==> config.mk <==
export PLATFORM = sky130hd
export DESIGN_NAME = branch_ctrl
export DESIGN_NICKNAME = d
export VERILOG_FILES = /design/src/rtl/branch_ctrl.sv
export SDC_FILE = /design/constraint.sdc
export NUM_CORES = 1
export LEC_CHECK = 0
export BUFFER_PORTS_ARGS = -buffer_cell sky130_fd_sc_hd__buf_2
export CAP_MARGIN = 20
export CORE_MARGIN = 2
export CORE_UTILIZATION = 60
export CTS_BUF_LIST = sky130_fd_sc_hd__clkbuf_4
export DETAILED_ROUTE_END_ITERATION = 8
export HOLD_SLACK_MARGIN = 0.03
export PLACE_DENSITY = 0.9
export SKIP_CTS_REPAIR_TIMING = 1
export SYNTH_ARGS = -nofsm -noshare
export SYNTH_HDL_FRONTEND = slang
export SYNTH_SLANG_ARGS = --single-unit
==> constraint.sdc <==
create_clock -name clk -period 4.6 [get_ports clk]
set_clock_uncertainty 0.15 [all_clocks]
set_input_delay 0.23 -clock clk [delete_from_list [all_inputs] [get_ports clk]]
set_output_delay 0.23 -clock clk [all_outputs]
set_load 0.01 [all_outputs]
==> src/rtl/branch_ctrl.sv <==
// branch_ctrl
// ----------------------------------------------------------------------------
// Resolves conditional branches and JAL/JALR in EX and owns the fetch PC.
// A redirect loads the computed target into pc, then holds flush high for
// FLUSH_CYCLES unstalled cycles so IF/ID can discard the wrong-path fetches.
//
// Ports
//   clk        in   system clock, rising edge
//   rst_n      in   asynchronous active-low reset
//   stall      in   hold fetch; pc and the flush counter freeze
//   br_en      in   conditional branch in EX
//   cmp_b      in   comparator result for the EX branch
//   jal        in   JAL in EX
//   jalr       in   JALR in EX (wins over jal when both are set)
//   pc_ex      in   PC of the EX instruction
//   rs1_d      in   rs1 value, JALR base
//   imm        in   sign-extended offset
//   pc         out  fetch address (registered)
//   flush      out  kill IF/ID contents (registered)
//   link_d     out  pc_ex + 4 (combinational), rd value for JAL/JALR
//   misalign   out  one-cycle pulse: accepted redirect target had bit 1 set
//   taken_cnt  out  saturating count of accepted redirects
//   dbg_state  out  FSM state for observation: 0 = RUN, 1 = FLUSH
//
// Parameters
//   XLEN          data/address width
//   RESET_PC      fetch address after reset
//   FLUSH_CYCLES  cycles flush stays high after a redirect, legal 1..7
// ----------------------------------------------------------------------------
module branch_ctrl #(
  parameter int              XLEN         = 32,
  parameter logic [XLEN-1:0] RESET_PC     = '0,
  parameter int              FLUSH_CYCLES = 2
) (
  input  logic            clk,
  input  logic            rst_n,
  input  logic            stall,
  input  logic            br_en,
  input  logic            cmp_b,
  input  logic            jal,
  input  logic            jalr,
  input  logic [XLEN-1:0] pc_ex,
  input  logic [XLEN-1:0] rs1_d,
  input  logic [XLEN-1:0] imm,
  output logic [XLEN-1:0] pc,
  output logic            flush,
  output logic [XLEN-1:0] link_d,
  output logic            misalign,
  output logic [15:0]     taken_cnt,
  output logic            dbg_state
);

  typedef enum logic {
    RUN   = 1'b0,
    FLUSH = 1'b1
  } state_t;

  // fcnt counts the remaining extra flush cycles, so it starts one below
  // FLUSH_CYCLES and the FSM leaves FLUSH on the unstalled cycle where it is 0.
  localparam logic [2:0] FCNT_INIT = 3'(FLUSH_CYCLES - 1);
  localparam logic [XLEN-1:0] PC_STEP = XLEN'(4);

  state_t          state;
  logic [2:0]      fcnt;
  logic            req;
  logic [XLEN-1:0] jalr_sum;
  logic [XLEN-1:0] target;
  logic [XLEN-1:0] pc_next_seq;

  // A branch whose comparator says "not taken" is not a redirect.
  assign req = jalr | jal | (br_en & cmp_b);

  // JALR clears bit 0 of its sum; JALR wins when jal and jalr are both set.
  assign jalr_sum = rs1_d + imm;
  assign target   = jalr ? {jalr_sum[XLEN-1:1], 1'b0} : (pc_ex + imm);

  assign pc_next_seq = pc + PC_STEP;
  assign link_d      = pc_ex + PC_STEP;
  assign dbg_state   = state;

  always_ff @(posedge clk or negedge rst_n) begin
    if (!rst_n) begin
      state     <= RUN;
      fcnt      <= '0;
      pc        <= RESET_PC;
      flush     <= 1'b0;
      misalign  <= 1'b0;
      taken_cnt <= '0;
    end else begin
      // misalign is a pulse: cleared on every edge without an accepted redirect
      misalign <= 1'b0;
      case (state)
        RUN: begin
          if (req) begin
            // A redirect is accepted even while stalled: the stalled fetch
            // is on the wrong path anyway.
            pc       <= target;
            flush    <= 1'b1;
            fcnt     <= FCNT_INIT;
            state    <= FLUSH;
            misalign <= target[1];
            if (taken_cnt != 16'hFFFF) begin
              taken_cnt <= taken_cnt + 16'd1;
            end
          end else begin
            flush <= 1'b0;
            if (!stall) begin
              pc <= pc_next_seq;
            end
          end
        end
        FLUSH: begin
          // EX holds a flushed bubble here, so req is ignored.
          if (!stall) begin
            pc <= pc_next_seq;
            if (fcnt == 3'd0) begin
              flush <= 1'b0;
              state <= RUN;
            end else begin
              fcnt <= fcnt - 3'd1;
            end
          end
        end
        default: begin
          state <= RUN;
          flush <= 1'b0;
        end
      endcase
    end
  end

endmodule

* Word-level counts from Yosys, hierarchy flattened
Cells that the tools add are included.
Storage, ports and cells: flip-flop bits (word level) 54, input bits 103, output and inout port bits 83, logic and storage cells 42
Operators by class: add/subtract/negate cells 6, equality and inequality tests 5, mux-type cells 17, bitwise logic cells 4, reduce and logical (&&, ||, !) cells 4
Operator list (count):
- 32-bit two-way mux | 3
- 32-bit by 3-bit adder with 32-bit output, second input constant | 2
- 32-bit adder | 2
- 32-bit one-hot mux with 2 select lines | 1
- 16-bit by 1-bit adder with 16-bit output, second input constant | 1
- 16-bit inequality test, second input constant | 1
- 3-bit two-way mux | 3
- 1-bit two-way mux | 7
- 2-bit inequality test, second input constant | 3
- 3-bit one-hot mux with 2 select lines | 1
- 3-bit AND reduction | 2
- 1-bit one-hot mux with 2 select lines | 2
- 3-bit zero test | 1
- 3-bit by 1-bit subtractor with 3-bit output, second input constant | 1
- 2-bit by 1-bit inequality test with 1-bit output, second input constant | 1
- 1-bit bitwise OR | 2
- 2-bit AND reduction | 1
- 1-bit bitwise AND | 1
- 1-bit NOT | 1

* Logic depth before layout (Yosys ltp)
Gate-level depths: netlist of the first run.
word-level depth 4, gate-level depth with buffers 11, gate-level depth less buffers 11

* Least setup slack after synthesis of the first run
No wires, ideal clock.
path kind input to register, start input pc_ex[0], end register pc[30], arrival 2391 ps, data required time 4356 ps, setup slack 1965 ps, stages on the path 11, path buffers 0, cell sequence ha_1 > inv_1 > fa_1 > nand2b_1 > a21oi_1 > o21ai_1 > o21a_1 > o31ai_2 > nand3_1 > mux2_1 > a211oi_1
On the way: longest elaborated chain between the ends 4
RTL lines:
- start: declaration | RTL line 42 | input logic [XLEN-1:0] pc_ex,
- 32-bit adder | RTL line 75 | assign target = jalr ? {jalr_sum[XLEN-1:1], 1'b0} : (pc_ex + imm);
- 32-bit two-way mux | RTL line 75
- 32-bit two-way mux | RTL line 94 | if (req) begin
- 32-bit one-hot mux with 2 select lines | RTL line 92 | case (state)
- end signal: assignment | RTL line 97 | pc <= target;
- end signal: assignment | RTL line 108 | pc <= pc_next_seq;
- end signal: assignment | RTL line 115 | pc <= pc_next_seq;
- end: declaration | RTL line 45 | output logic [XLEN-1:0] pc,
Every way passes these cells. A chain may end at the register's enable or synchronous reset.

* Worst setup path in the final report of the first run
start register pc[2], end register pc[30]
On the way: longest elaborated chain between the ends 4
RTL lines:
- 32-bit by 3-bit adder with 32-bit output * | RTL line 77 | assign pc_next_seq = pc + PC_STEP;
- 32-bit two-way mux * | RTL line 107, 114
- 32-bit two-way mux | RTL line 94
- 32-bit one-hot mux with 2 select lines * | RTL line 92
Every way passes the cells marked *; elsewhere a longest branch is shown, timed or not.

==> flow_results.org, run 1 <==
** Status
- Status :: complete, no violations

** GRT
- Busiest layer in global routing :: met2
- Global-route wire length before repair :: between 30000 and 40000 um
- For met3 alone, demand over resource in global routing was under 10%.
- Global route total overflow :: 0
- GR Layer Usage met1 :: roughly 46%
- Entering global routing, the biggest net connects between 50 and 60 pins.
- The number of global-route vias before repair was roughly 6.3k.
- Antenna violations before repair :: 0
- Met2 usage in global routing :: roughly 50%
- Global routing usage summed across all routing layers :: a little under a third

** Layout
- Net count, final :: ~1.2k
- Diode insertion count for antenna repair :: 0
- Multi-input combinational cell area :: just over 5000 um2
- Register area :: ~1400 um2
- Fin cells :: roughly 1.1k
- Layout overhead on the synthesized area :: 15.6%
- Fraction of final layout cells with drive strength greater than 1 :: ~22%
- The layout has 887 filler cells.

** STA
- Setup violations remaining at the end of the flow were counted as 0.
- Final critical delay including setup and external delays :: 2.79 ns
- Tcrit/Tclk final :: between 60% and 70%
- Sum of negative setup slack :: 0 ns
- The final number of max-transition violations is 0.
- Unrepaired setup endpoints after global routing :: no
- Headroom to the max-slew limit came out at 51.6%.
- Worst Tran Pin Value :: around 0.72 ns
- Worst hold margin :: ~0.09 ns
- Static timing analysis puts the maximum clock frequency at 358 MHz.
- The final hold violation count came to 0.

** Synthesis
- Count of flip-flops with a built-in enable after synthesis :: 0
- When the netlist entered floorplanning its net count stood at 1012.
- Synth top area share :: approximately a fifth
- Post-synthesis cell type with the largest combined area :: sky130_fd_sc_hd__dfrtp_1
- The most used flip-flop cell after synthesis is sky130_fd_sc_hd__dfrtp_1.
- Most area-consuming cells after synthesis :: sky130_fd_sc_hd__dfrtp_1, sky130_fd_sc_hd__ha_1, sky130_fd_sc_hd__xnor2_1
- The synthesized design contains 54 register bits.
- Synthesized instance count :: 841
- Of all flip-flops after synthesis, the portion carrying an async set or reset was between 90% and 100%.
- After synthesis, the mean cell area works out to 8.02 um2.
- Area of the mapped netlist :: around 6700 um2
- Sequential cell area fraction in the yosys report :: around a fifth
- Yosys mapped the design onto 76 distinct sky130hd cell types.
- Count of warnings emitted by yosys :: 0

** Critical path
- Type of element capturing the critical path :: register
- Along the worst path, the maximum fanout reaches 6.
- Reg2reg start :: pc[2]
- Setup slack of the most critical reg-to-reg path :: between 1.5 and 2 ns
- Data arrival time at the worst-slack endpoint :: 2.94 ns
- Startpoint type of the worst setup path :: register
- Number of cells traversed by the worst register-to-register path :: 9
- The critical path contains buffers and inverters numbering 0 combined.
- Worst r2r dst :: pc[30]
- Worst Setup Path Type :: register to register
- By instance count, the cell type seen most on the critical path is sky130_fd_sc_hd__nand3_1.
- Cell family with most CP delay :: simple AND/OR/NAND/NOR gates
- At the worst endpoint, the required time is 4.75 ns.
- On the critical path, the stage with the largest delay is an instance of sky130_fd_sc_hd__dfrtp_1.
- Delay of the slowest critical-path stage :: 0.44 ns
- Cell-by-cell listing of the critical path :: ha_1, and4b_1, nand3_1, nor3_2, nand3_1, nor2_1, xor2_1, o221ai_1, a211oi_1

** Detailed routing
- Final Routed Wirelength :: 19000 um
- WL per Instance :: 16.6 um
- After detailed routing, the number of remaining DRC violations is 0.
- The first detailed-routing pass ran for 5 iterations.
- The detailed router placed between 6k and 7k vias in this run.
- Via/cell ratio :: between 6 and 7
- 1st-iter DRT viols :: ~610
- Final antenna-violating net count :: 0

** CTS
- Num CTS Buffers :: 5
- Number of clock sinks :: 54
- After clock tree synthesis, the clock-pin slew on the worst setup and hold paths is about 0.15 ns.
- Root Buffer Master :: sky130_fd_sc_hd__clkbuf_4
- Max clock buf depth :: 2
- Clock latency on the worst-skew pair, taken at its later pin, is about 0.37 ns.
- H-tree Lvls :: 2
- Clock tree from TritonCTS :: yes

** Floorplanning
- The floorplan step set the die width to 110 um.
- Number of rows created at floorplan :: 38
- Area of the core region :: 10900 um2
- Initial core utilization :: 62.0%
- The die covers around 12000 um2.
- In this run the count of I/O pins placed on the die edge is between 150 and 200.
- Measured along the y axis, the die boundary spans around 110 um.

** Pwr
- Power density relative to cell area :: ~330 nW/um2
- VDD sags by at most roughly 260 uV.
- Summed over all cells, the static leakage comes to roughly 3.6 nW.

** Job
- The tool flagged a number of max-cap violations equal to 0.

** Hold path
- Worst hold path endpoint :: pc[0]
- The path class of the tightest hold or removal check is primary input to register.
- Instance count along the most critical hold path :: 4
- The worst hold path begins at pc_ex[0].

** Placement
- Number of buffer cells added on primary ports :: about 190
- Placed cell count :: between 1k and 1.5k
- Placer's final routability congestion estimate :: around 0.94
- Final HPWL DP :: 15600 um
## stage by stage
step | setup WS [ns] | total power [W] | util [%] | cell area, um2
2_1_floorplan | 1.97 | 0.00182 | - | 6750
3_3_place_gp | 1.56 | 0.00229 | 71.2 | 7750
3_5_place_dp | 1.52 | 0.00234 | 71.2 | 7750
4_1_cts | 1.81 | 0.00253 | 71.6 | 7790
5_1_grt | 1.54 | 0.00275 | 71.7 | 7800
6_report | 1.81 | 0.00255 | 71.7 | 7800
## power by group
part	switching [W]	total (W)	internal [W]
logic	0.000847	0.00149	0.000640
registers	0.000215	0.000875	0.000660
clock network	0.000134	0.000187	0.0000526
total	0.00120	0.00255	0.00135
## flip-flops by register name, summed over array words and instances, names as in the netlist
register   cells
misalign       1
pc            32
dbg_state      1
flush          1
taken_cnt     16
fcnt           3
## Yosys cell counts, types with 3 or more instances
cell                        n
sky130_fd_sc_hd__nand2_1   73
sky130_fd_sc_hd__xnor2_1   70
sky130_fd_sc_hd__ha_1      66
sky130_fd_sc_hd__nor2_1    63
sky130_fd_sc_hd__a21oi_1   59
sky130_fd_sc_hd__dfrtp_1   54
sky130_fd_sc_hd__xor2_1    51
sky130_fd_sc_hd__o21ai_0   48
sky130_fd_sc_hd__nand3_1   42
sky130_fd_sc_hd__nand4_1   28
sky130_fd_sc_hd__inv_1     24
sky130_fd_sc_hd__a21o_1    23
sky130_fd_sc_hd__a211oi_1  19
sky130_fd_sc_hd__clkbuf_1  19
sky130_fd_sc_hd__and3_1    15
sky130_fd_sc_hd__nor3_1    12
sky130_fd_sc_hd__nor2b_1   10
sky130_fd_sc_hd__o211ai_1  10
sky130_fd_sc_hd__mux2i_1    9
sky130_fd_sc_hd__nand2b_1   9
sky130_fd_sc_hd__or3_1      9
sky130_fd_sc_hd__a31oi_1    8
sky130_fd_sc_hd__buf_1      7
sky130_fd_sc_hd__a21boi_0   6
sky130_fd_sc_hd__a221oi_1   6
sky130_fd_sc_hd__and2_1     6
sky130_fd_sc_hd__and4_1     6
sky130_fd_sc_hd__o21bai_1   6
sky130_fd_sc_hd__a22oi_1    5
sky130_fd_sc_hd__buf_2      4
sky130_fd_sc_hd__o211a_1    4
sky130_fd_sc_hd__a211o_1    3
sky130_fd_sc_hd__a31o_2     3
sky130_fd_sc_hd__nor3b_1    3
sky130_fd_sc_hd__o31ai_1    3
## worst max-delay path by stage
stage | startpoint | endpoint | slack (ns) | cells after the start
finish | pc[2] | pc[30] | 1.81 | 9
global route | pc[2] | pc[30] | 1.54 | 9
detailed placement | imm[0] | pc[30] | 1.52 | 12
CTS | pc[2] | pc[30] | 1.81 | 9
floorplan | pc_ex[0] | pc[30] | 1.97 | 11
global placement | imm[0] | pc[30] | 1.56 | 12
## cell type report
| class | instances | area share [%] |
|---|---|---|
| Timing Repair Buffer | 190 | 12.4 |
| Multi-Input combinational cell | 731 | 66.4 |
| Tap cell | 140 | 2.25 |
| Clock buffer | 5 | 0.481 |
| Clock inverter | 1 | 0.0481 |
| Inverter | 24 | 1.15 |
| Sequential cell | 54 | 17.3 |
## cell usage in the layout, fill, tap and decap left out, types with 4 or more instances in the layout
| cell type | instances |
|---|---|
| sky130_fd_sc_hd__buf_2 | 185 |
| sky130_fd_sc_hd__nand2_1 | 73 |
| sky130_fd_sc_hd__xnor2_1 | 70 |
| sky130_fd_sc_hd__ha_1 | 66 |
| sky130_fd_sc_hd__nor2_1 | 62 |
| sky130_fd_sc_hd__a21oi_1 | 59 |
| sky130_fd_sc_hd__dfrtp_1 | 54 |
| sky130_fd_sc_hd__xor2_1 | 51 |
| sky130_fd_sc_hd__o21ai_0 | 48 |
| sky130_fd_sc_hd__nand3_1 | 42 |
| sky130_fd_sc_hd__nand4_1 | 28 |
| sky130_fd_sc_hd__inv_1 | 24 |
| sky130_fd_sc_hd__a21o_1 | 23 |
| sky130_fd_sc_hd__a211oi_1 | 19 |
| sky130_fd_sc_hd__and3_1 | 15 |
| sky130_fd_sc_hd__nor3_1 | 12 |
| sky130_fd_sc_hd__o211ai_1 | 10 |
| sky130_fd_sc_hd__nor2b_1 | 10 |
| sky130_fd_sc_hd__nand2b_1 | 9 |
| sky130_fd_sc_hd__or3_1 | 9 |
| sky130_fd_sc_hd__mux2i_1 | 9 |
| sky130_fd_sc_hd__a31oi_1 | 8 |
| sky130_fd_sc_hd__and4_1 | 6 |
| sky130_fd_sc_hd__and2_1 | 6 |
| sky130_fd_sc_hd__a221oi_1 | 6 |
| sky130_fd_sc_hd__a21boi_0 | 6 |
| sky130_fd_sc_hd__o21bai_1 | 6 |
| sky130_fd_sc_hd__a22oi_1 | 5 |
| sky130_fd_sc_hd__clkbuf_4 | 5 |
| sky130_fd_sc_hd__o211a_1 | 4 |
| sky130_fd_sc_hd__buf_4 | 4 |
## worst register-to-register path, cell delays in order, from the launching register on
cell	delay, ns
sky130_fd_sc_hd__dfrtp_1	0.44
sky130_fd_sc_hd__ha_1	0.19
sky130_fd_sc_hd__and4b_1	0.27
sky130_fd_sc_hd__nand3_1	0.20
sky130_fd_sc_hd__nor3_2	0.44
sky130_fd_sc_hd__nand3_1	0.29
sky130_fd_sc_hd__nor2_1	0.20
sky130_fd_sc_hd__xor2_1	0.18
sky130_fd_sc_hd__o221ai_1	0.14
sky130_fd_sc_hd__a211oi_1	0.23
## layer usage
metal  part of all wire, %  vias up
li1                      -     3434
met3                   8.0       24
met4                   1.2        0
met5                     0        -
met2                    45      289
met1                    46     3243
## cells by family (layout without fill, tap and decap cells)
kind of cell	Yosys count	count (layout)	synth area share [%]
simple gates	291	291	22.0
compound gates	240	240	24.5
xor+xnor	121	121	15.7
fa+ha+maj	68	68	12.8
buf+inv	56	220	3.30
flops	54	54	20.0
mux	11	11	1.67
Power figures use the tool's default switching activity.
==> inputs of run 2 (changes only) <==
--- a/config.mk
+++ b/config.mk
@@ -8,11 +8,11 @@
 export BUFFER_PORTS_ARGS = -buffer_cell sky130_fd_sc_hd__buf_2
 export CAP_MARGIN = 20
 export CORE_MARGIN = 2
-export CORE_UTILIZATION = 60
+export CORE_UTILIZATION = 55
 export CTS_BUF_LIST = sky130_fd_sc_hd__clkbuf_4
 export DETAILED_ROUTE_END_ITERATION = 8
 export HOLD_SLACK_MARGIN = 0.03
-export PLACE_DENSITY = 0.9
+export PLACE_DENSITY = 0.83
 export SKIP_CTS_REPAIR_TIMING = 1
 export SYNTH_ARGS = -nofsm -noshare
 export SYNTH_HDL_FRONTEND = slang
==> constraint.sdc (replaced) <==
create_clock -name clk -period 2.7 [get_ports clk]
set_clock_uncertainty 0.15 [all_clocks]
set_input_delay 0.135 -clock clk [delete_from_list [all_inputs] [get_ports clk]]
set_output_delay 0.135 -clock clk [all_outputs]
set_load 0.01 [all_outputs]
==> run 2 against run 1 <==
Register-to-register slack got worse by 1.4 ns; global-route usage shrank 2.0 points; sequential power up 68%; routed wire length is 1.4% higher; clock power grew to 2.9 times the previous value; first-iteration DRC count down 5.4%; via count rose by 3.2%; sequential share of layout area fell by 1.2 points; die area is 8.8% higher; cell area up 7.6%; critical path type is now primary input to register; critical endpoint unchanged.
==> flow_results.org, run 2 (synthesis gave the netlist of run 1 again) <==
** Status
- Status :: complete, no violations

** STA
- Unrepaired setup endpoints after global routing :: no
- Maximum clock frequency :: approximately 400 MHz
- The final number of max-transition violations was 0 (unchanged).
- The final hold violation count is 0 (unchanged).
- After layout, the worst path uses 92.2% of the clock period.
- The actual slew at the worst max-slew pin is 0.646 ns (-0.0784 ns).
- Final Setup Violations :: 0 (unchanged)
- The smallest clock period supported by the final layout is computed as around 2.5 ns.
- Slew margin rel. :: 56.9% (+5.3 points)

** Pwr
- VDD IR max :: 308 uV (+20%)
- Reported leakage power :: 3.99 nW (+10%)
- The fraction of power spent switching nets was 44.3% (-2.6 points).
- Internal power :: 0.00262 W (+93%)
- The clock group share of total power was 11.6% (+4.3 points).
- The logic gate share of total power was 57.0% (-1.3 points).
- Sequential Power Share :: 31.3% (-3.0 points)
- The cell area power density is 560 nW/um2 (+71%).
- The total net switching power came to 0.00208 W (+74%).

** CTS
- Max clock buf depth :: 2 (unchanged)
- The number of CTS-inserted buffers came to 5 (unchanged).
- The clock latency on the worst-skew pair came to 0.37 ns (about the same).
- Number of clock sinks :: 54 (unchanged)
- The number of H-tree levels was 2 (unchanged).
- Clock-pin slew of the registers on the worst-case setup and hold paths :: 0.15 ns (about the same)
- The root buffer cell chosen for the clock tree is sky130_fd_sc_hd__clkbuf_4.
- TritonCTS built the clock tree.

** GRT
- Global route total overflow :: 0 (unchanged)
- The overall routing resource usage was 29.1% (-2.0 points).
- The number of global-route vias before repair came to 6620 (+5.6%).
- The largest net degree at the start of global routing was 55 (unchanged).
- The global-route wire length before repair came to 31500 um (+4.2%).
- The number of antenna violations at the first check in global routing was 0 (unchanged).

** Critical path
- Worst Setup Path Type :: primary input to register
- Type of element capturing the critical path :: register
- Number of cells traversed by the worst register-to-register path :: 9 (unchanged)
- Data arrival time at the worst-slack endpoint :: 2.64 ns (-0.30 ns)
- Reg2reg start :: pc[2]
- Setup slack of the most critical reg-to-reg path :: 0.36 ns (-1.45 ns)
- Startpoint type of the worst setup path :: primary input
- In this run the critical register-to-register path is captured at pc[30].
- The maximum fanout along the worst path is 3 (-3).
- Critical path data required time :: 2.85 ns (-1.90 ns)

** Detailed routing
- The via count was 7217 (+3.2%).
- 1st-iter DRT viols :: 574 (-5.4%)
- The final routed wirelength across all metal layers came to 19300 um (+1.4%).
- Remaining routing DRC violations :: 0 (unchanged)
- The post-route antenna net violation count came to 0 (unchanged).
- The via density per instance is 5.90 (-3.3%).
- Detailed-routing iteration count for the pre-antenna-repair pass :: 5 (unchanged)
- WL per Instance :: 15.7 um (-5.1%)

** Hold path
- Origin of the worst min-delay path :: stall
- For hold timing, the worst endpoint is fcnt[2].
- Instance count along the most critical hold path :: 3 (-1)
- Type of the most critical hold path :: primary input to register

** Layout
- Net count, final :: 1246 (+5.9%)
- Diode insertion count for antenna repair :: 0 (unchanged)
- The register with the most flip-flops in the final layout is pc.
- The largest registers in the layout are pc: 32 flops, taken_cnt: 16 flops, fcnt: 3 flops.
- The number of flip-flops in the largest register is 32 (unchanged).
- Design Area, Final :: 8400 um2 (+7.6%)
- Layout overhead on the synthesized area :: 24.4%
- Fin cells :: 1223 (+6.8%)
- Register area :: 1350 um2 (unchanged)
- Most frequent standard cell in the layout excluding fill and tap cells :: sky130_fd_sc_hd__buf_2
- Multi-input combinational cell area :: 5180 um2 (unchanged)
- The fraction of layout instances using a drive strength above 1 was 27.2% (+5.1 points).
- The top cell types in the final layout, fill and taps aside, are sky130_fd_sc_hd__buf_2, sky130_fd_sc_hd__nand2_1, sky130_fd_sc_hd__buf_4.
- The count of filler cells inserted in the layout was 1010 (+14%).

** Floorplanning
- Total die area :: 13200 um2 (+8.8%)
- Die Y :: 115 um (+4.3%)
- The I/O pin count is 186 (unchanged).
- Area of the core region :: 12000 um2 (+10%)
- Initial core utilization :: 56.2% (-5.8 points)
- The standard-cell row count is 40 (+5.3%).
- The die span in x came to 115 um (+4.3%).

** Placement
- Placer's final routability congestion estimate :: 0.966 (+2.3%)
- The placed instance count was 1213 (+6.6%).
- The number of I/O port buffers was 185 (unchanged).
- Total cell area at the placement stage :: 8270 um2 (+6.7%)
- Final HPWL DP :: 16000 um (+2.6%)

** Job
- The max-capacitance violation count is 0 (unchanged).
## run 2: cell types whose count changed in the layout (fill, tap and decap cells not counted)
cell,change
sky130_fd_sc_hd__dlygate4sd3_1,+1
sky130_fd_sc_hd__buf_4,+68
sky130_fd_sc_hd__clkinv_4,+1
sky130_fd_sc_hd__bufinv_16,+2
sky130_fd_sc_hd__clkinv_1,-1
## run 2: critical path: stages
cell,delay [ns]
sky130_fd_sc_hd__buf_2,0.10
sky130_fd_sc_hd__ha_1,0.18
sky130_fd_sc_hd__inv_1,0.06
sky130_fd_sc_hd__fa_1,0.41
sky130_fd_sc_hd__nand2b_1,0.18
sky130_fd_sc_hd__a21oi_1,0.17
sky130_fd_sc_hd__o21ai_1,0.12
sky130_fd_sc_hd__o21a_1,0.24
sky130_fd_sc_hd__o31ai_2,0.22
sky130_fd_sc_hd__buf_4,0.16
sky130_fd_sc_hd__nand3_1,0.10
sky130_fd_sc_hd__mux2_1,0.33
sky130_fd_sc_hd__a211oi_1,0.22
## run 2: stage by stage
stage | total power, W | hold slack, ns | setup WS, ns | utilization, % | TNS, ns
3_5_place_dp | 0.00412 | 0.144 | -0.146 | 68.8 | -0.494
2_1_floorplan | 0.00310 | -0.311 | 0.160 | - | 0
4_1_cts | 0.00468 | -0.278 | 0.239 | 69.7 | 0
5_1_grt | 0.00507 | 0.0499 | 0.123 | 69.9 | 0
3_3_place_gp | 0.00404 | 0.146 | -0.0614 | 68.8 | -0.0614
6_report | 0.00470 | 0.0405 | 0.211 | 69.9 | 0
## run 2: worst max-delay path by stage
stage          startpoint  endpoint  slack [ns]  cells after the start
2_1_floorplan    pc_ex[0]    pc[30]        0.16                     11
3_3_place_gp     pc_ex[0]    pc[30]       -0.06                     13
3_5_place_dp       imm[0]    pc[30]       -0.15                     13
4_1_cts            imm[0]    pc[30]        0.24                     13
5_1_grt            imm[0]    pc[30]        0.12                     13
6_report           imm[0]    pc[30]        0.21                     13
## run 2: power groups by stage
| stage | clock network [W] | registers [W] | logic [W] |
|---|---|---|---|
| final | 0.000547 | 0.00147 | 0.00268 |
| after global routing | 0.000588 | 0.00153 | 0.00296 |
| after CTS | 0.000550 | 0.00147 | 0.00266 |
| after detailed placement | 0 | 0.00148 | 0.00264 |
| after global placement | 0 | 0.00147 | 0.00257 |
| after floorplan | 0 | 0.00157 | 0.00153 |
## run 2: final cells by class
type / instances / share of cell area, %
multi-input cells: 731 / 61.7
flip-flops and latches: 54 / 16.1
clock buffers: 5 / 0.447
repair buffers: 259 / 17.7
clock inverters: 3 / 0.820
well taps: 147 / 2.19
inverters: 24 / 1.07
## run 2: metal layers
layer	part of all wire [%]	global-route usage, %	vias up
li1	-	-	3576
met1	47	43.4	3327
met2	44	46.7	292
met3	7.5	2.27	22
met4	1.3	5.38	0
met5	0	0	-
